--- src/rtl/serial_adder_pkg.sv ---
// rtl/serial_adder_pkg.sv - shared state encoding and default width for the serial adder
package serial_adder_pkg;

   localparam int DEFAULT_WIDTH = 8;

   typedef enum logic [1:0] {
      IDLE = 2'd0,
      RUN  = 2'd1,
      DONE = 2'd2
   } state_t;

endpackage

--- src/rtl/serial_adder_if.sv ---
// rtl/serial_adder_if.sv - request/result bundle between a requester and the serial adder
interface serial_adder_if
   import serial_adder_pkg::*;
#(
   parameter int WIDTH = DEFAULT_WIDTH
);

   logic             start;
   logic [WIDTH-1:0] a;
   logic [WIDTH-1:0] b;
   logic             cin;
   logic             busy;
   logic             done;
   logic [WIDTH-1:0] sum;
   logic             cout;

   modport master (
      output start, a, b, cin,
      input  busy, done, sum, cout
   );

   modport slave (
      input  start, a, b, cin,
      output busy, done, sum, cout
   );

endinterface

--- src/rtl/fulladder_1.sv ---
// rtl/fulladder_1.sv - one-bit full-adder cell
module fulladder_1 (
   input  logic ina,
   input  logic inb,
   input  logic cin,
   output logic sum,
   output logic cout
);

   assign sum  = ina ^ inb ^ cin;
   assign cout = (ina & inb) | (cin & (ina ^ inb));

endmodule

--- src/rtl/serial_adder.sv ---
// rtl/serial_adder.sv - bit-serial adder, LSB first, one full-adder cell reused over WIDTH cycles
module serial_adder
   import serial_adder_pkg::*;
#(
   parameter int WIDTH = DEFAULT_WIDTH
) (
   input  logic           clk,
   input  logic           rst,
   serial_adder_if.slave  bus
);

   localparam int            CW   = $clog2(WIDTH);
   localparam logic [CW-1:0] LAST = CW'(WIDTH - 1);

   state_t           state;
   state_t           state_nx;
   logic [WIDTH-1:0] sa;
   logic [WIDTH-1:0] sb;
   logic [WIDTH-1:0] psum;
   logic [WIDTH-1:0] sum_q;
   logic             carry;
   logic             cout_q;
   logic [CW-1:0]    cnt;
   logic             cell_sum;
   logic             cell_cout;
   logic             last_bit;

   assign last_bit = (cnt == LAST);

   fulladder_1 u_fa (
      .ina  (sa[0]),
      .inb  (sb[0]),
      .cin  (carry),
      .sum  (cell_sum),
      .cout (cell_cout)
   );

   always_ff @(posedge clk or posedge rst) begin
      if (rst) begin
         state <= IDLE;
      end else begin
         state <= state_nx;
      end
   end

   always_comb begin
      state_nx = state;
      case (state)
         IDLE:    if (bus.start) state_nx = RUN;
         RUN:     if (last_bit)  state_nx = DONE;
         DONE:    state_nx = IDLE;
         default: state_nx = IDLE;
      endcase
   end

   always_comb begin
      bus.busy = (state == RUN) || (state == DONE);
      bus.done = (state == DONE);
   end

   assign bus.sum  = sum_q;
   assign bus.cout = cout_q;

   // Result registers only load on the final bit so partial sums never reach the outputs.
   always_ff @(posedge clk or posedge rst) begin
      if (rst) begin
         sa     <= '0;
         sb     <= '0;
         psum   <= '0;
         carry  <= 1'b0;
         cnt    <= '0;
         sum_q  <= '0;
         cout_q <= 1'b0;
      end else begin
         case (state)
            IDLE: begin
               if (bus.start) begin
                  sa    <= bus.a;
                  sb    <= bus.b;
                  carry <= bus.cin;
                  cnt   <= '0;
               end
            end
            RUN: begin
               sa    <= sa >> 1;
               sb    <= sb >> 1;
               psum  <= {cell_sum, psum[WIDTH-1:1]};
               carry <= cell_cout;
               if (last_bit) begin
                  sum_q  <= {cell_sum, psum[WIDTH-1:1]};
                  cout_q <= cell_cout;
               end else begin
                  cnt <= cnt + CW'(1);
               end
            end
            default: ;
         endcase
      end
   end

endmodule

--- src/flat_wrapper.sv ---
// flat-port wrapper written by rule: the top's interface ports become plain ports
module serial_adder_flat import serial_adder_pkg::*;
#(
   parameter int WIDTH = DEFAULT_WIDTH
)
  (clk, rst, bus_start, bus_a, bus_b, bus_cin, bus_busy, bus_done, bus_sum, bus_cout);
  serial_adder_if #(.WIDTH(WIDTH)) bus_i ();
  input  logic clk;
  input  logic rst;
  input wire logic [$bits(bus_i.start)-1:0] bus_start;
  input wire logic [$bits(bus_i.a)-1:0] bus_a;
  input wire logic [$bits(bus_i.b)-1:0] bus_b;
  input wire logic [$bits(bus_i.cin)-1:0] bus_cin;
  output wire logic [$bits(bus_i.busy)-1:0] bus_busy;
  output wire logic [$bits(bus_i.done)-1:0] bus_done;
  output wire logic [$bits(bus_i.sum)-1:0] bus_sum;
  output wire logic [$bits(bus_i.cout)-1:0] bus_cout;
  assign bus_i.start = bus_start;
  assign bus_i.a = bus_a;
  assign bus_i.b = bus_b;
  assign bus_i.cin = bus_cin;
  assign bus_busy = bus_i.busy;
  assign bus_done = bus_i.done;
  assign bus_sum = bus_i.sum;
  assign bus_cout = bus_i.cout;
  serial_adder #(.WIDTH(WIDTH)) u_core (.clk(clk), .rst(rst), .bus(bus_i));
endmodule
--- config.mk ---
export PLATFORM = sky130hd
export DESIGN_NAME = serial_adder_flat
export DESIGN_NICKNAME = d
export VERILOG_FILES = /design/src/rtl/serial_adder_pkg.sv /design/src/rtl/serial_adder_if.sv /design/src/rtl/fulladder_1.sv /design/src/rtl/serial_adder.sv /design/src/flat_wrapper.sv
export SDC_FILE = /design/constraint.sdc
export NUM_CORES = 1
export LEC_CHECK = 0
export ABC_AREA = 1
export CAP_MARGIN = 0
export CORE_MARGIN = 2
export CORE_UTILIZATION = 36
export CTS_BUF_LIST = sky130_fd_sc_hd__clkbuf_8
export DETAILED_ROUTE_END_ITERATION = 10
export GPL_TIMING_DRIVEN = 1
export SKIP_CTS_REPAIR_TIMING = 1
export SLEW_MARGIN = 20
export SYNTH_ARGS = -nofsm -noshare
export SYNTH_HDL_FRONTEND = slang
export SYNTH_SLANG_ARGS = --single-unit
--- constraint.sdc ---
create_clock -name clk -period 3 [get_ports clk]
set_input_delay 0.45 -clock clk [delete_from_list [all_inputs] [get_ports clk]]
set_output_delay 0.45 -clock clk [all_outputs]
set_load 0.01 [all_outputs]
==> run summary <==
initial core utilization: 36.8%
FMAX: 486 MHz
Pwr Density: 857 mW/mm^2
total wire length: 3370 um
CP Max Fanout: 4
DRC Markers: 0
Post-DP HPWL: 2280 um
crit end category: primary output
DR pass1 iterations: 4
outcome: completed
R2R setup slack: 1230 ps
Tcrit/Tclk final: 68.6%
Syn-to-layout area delta: 21.4%
RSZ-0062 raised after global routing: false
Reg area: 951 um^2
GP Congestion: 0.728
DR WL/cell: 10.2 um
non-filler cells, final: 330
Seq/Total Area, Yosys: 51.2%
die width: 75.8 um
clock sinks: 38
CTS root buf: clkbuf_8
Synth Cell Area: 0.00186 mm^2
CTS max path bufs: 2
critical path arrival: 1610 ps
Filler cells: 534
multi-input logic area: 751 um^2
initial DRC count: 63
number of synthesis warnings: 0
Die Area: 0.00575 mm^2
# placed instances: 323
I/O Pins: 31
R2R Path End: u_core.cnt[0]
Setup Skew: 12.4 ps
Global Route Usage Sum: 14.1%
GR Overflow Total: 0
vias in the first global route: 1418
critical path, cell by cell: inv_1 -> ha_1 -> clkdlybuf4s50_1
max cap viols: 0
vias: 1432
Crit path max-delay family: buffers and inverters
Layout Utilization: 44.7%
Lkg Pwr: 1.19 nW
Via density: 4.34
first-pass GRT wire length: 6040 um
Critical-path top delay cell: clkdlybuf4s50_1
Antenna Cells: 0
Reg2Reg Depth: 7
Worst path depth: 3
Setup crit end: bus_busy
share of post-route cells with drive strength above 1: 7.31%
hold slack: 471 ps
syn_nets: 258
Setup crit start: u_core.state[0]
initial antenna violation count: 0
TritonCTS buffer count: 5
CP peak stage delay: 520 ps
Worst setup SP type: flip-flop
IO Port Bufs: 30
Yosys cell types: 20
antenna viol nets, final: 0
Final min period: 2060 ps
htree depth: 2
Final Max Tran Viols: 0
Worst Max-Slew Pin Slew: 488 ps
Buf/Inv on CP: 2
chip height: 75.8 um
required time worst endpoint: 2550 ps
Setup violations, final: 0
total design power: 1.93 mW
syn_area_per_cell: 8.08 um^2
Final TNS setup: 0 ps
Net count, final: 288
Post-Synthesis Cells: 230
Reg clk slew, reported paths: 80 ps
Worst-Skew Late Latency: 290 ps
flops & latches, synth: 38
core area: 0.00504 mm^2
Peak supply drop: 358 uV
largest net degree at the start of global routing: 39
row cnt: 26
FF-to-FF Start: u_core.state[1]
Slew headroom: 67.5%
class of the worst hold path: flip-flop to flip-flop
CTS tree: yes
CP Class: flip-flop to primary output
Fin. Hold Viols: 0
[cells in the mapped netlist (all sizes together)]
library cell	number	area (um^2)
buf	8	70.1
o211ai	1	7.51
dfrtp	38	951
nand3	6	30.0
fa	1	20.0
a21oi	2	10.0
clkbuf	1	13.8
nand2	130	505
inv	18	72.6
nor2	3	11.3
o21ai	15	78.8
ha	7	87.6
[metal layers]
| metal | GRT usage (%) | share of wire, % | vias to the layer above | wire length, um |
|---|---|---|---|---|
| met2 | 23.1 | 46 | 32 | 1550 |
| li1 | - | - | 755 | - |
| met4 | 5.85 | 1.0 | 0 | 35 |
| met3 | 3.70 | 4.7 | 4 | 157 |
| met1 | 17.6 | 48 | 641 | 1630 |
| met5 | 0 | 0 | - | 0 |
[worst reg2reg max path, stage by stage, from the launching register on]
cell and delay, ps:
dfrtp_1 390, inv_1 140, ha_1 490, nand2_2 310
inv_2 140, nor2_1 70, nand3_1 70, nand2_1 60
[cell type report]
type	instances	share of cell area, %
clock buffers	5	3.05
clock inverters	2	0.444
inverters	18	3.22
multi-input cells	165	33.3
flip-flops and latches	38	42.2
well taps	70	3.88
repair buffers	32	14.0
[cell families (layout without fill, tap and decap cells)]
family	Yosys count	after routing	share of synthesized area, %
compound gates	18	18	5.19
fa+ha+maj	8	8	5.79
buf+inv	27	57	8.42
simple gates	139	139	29.4
flops	38	38	51.2
[metrics by stage]
stage	setup slack (ps)	area (um^2)
floorplan	1670	1860
global placement	1260	2180
detailed placement	1230	2180
CTS	929	2260
global route	898	2260
finish	943	2260
[report_power, final]
part / switching, mW / internal [mW]
registers: 0.0993 / 0.691
clock network: 0.174 / 0.156
logic: 0.516 / 0.296
[cells in the final DEF (no fill, tap or decap), drive strengths merged]
master	Yosys	final
a21oi	2	2
buf	8	2
clkbuf	1	5
clkdlybuf4s50	0	30
clkinv	0	2
dfrtp	38	38
fa	1	1
ha	7	7
inv	18	18
nand2	130	130
nand3	6	6
nor2	3	3
o211ai	1	1
o21ai	15	15
[state kept, by name, summed over array words and instances, names as in the netlist]
register         cells
u_core.state         2
u_core.sa            8
u_core.carry         1
u_core.bus.cout      1
u_core.cnt           3
u_core.bus.sum       8
u_core.sb            8
u_core.psum          7
[worst min-delay path by stage]
| stage | start | endpoint | slack [ps] | depth (start not counted) |
|---|---|---|---|---|
| floorplan | u_core.sa[5] | u_core.sa[5] | 440 | 2 |
| global placement | u_core.sb[6] | u_core.sb[6] | 450 | 2 |
| detailed placement | u_core.sa[2] | u_core.sa[2] | 460 | 2 |
| CTS | u_core.sa[5] | u_core.sa[5] | 480 | 2 |
| global route | u_core.sb[3] | u_core.sb[3] | 490 | 2 |
| finish | u_core.sa[2] | u_core.sa[2] | 470 | 2 |
Note: power is estimated with default switching activity, not from simulation.
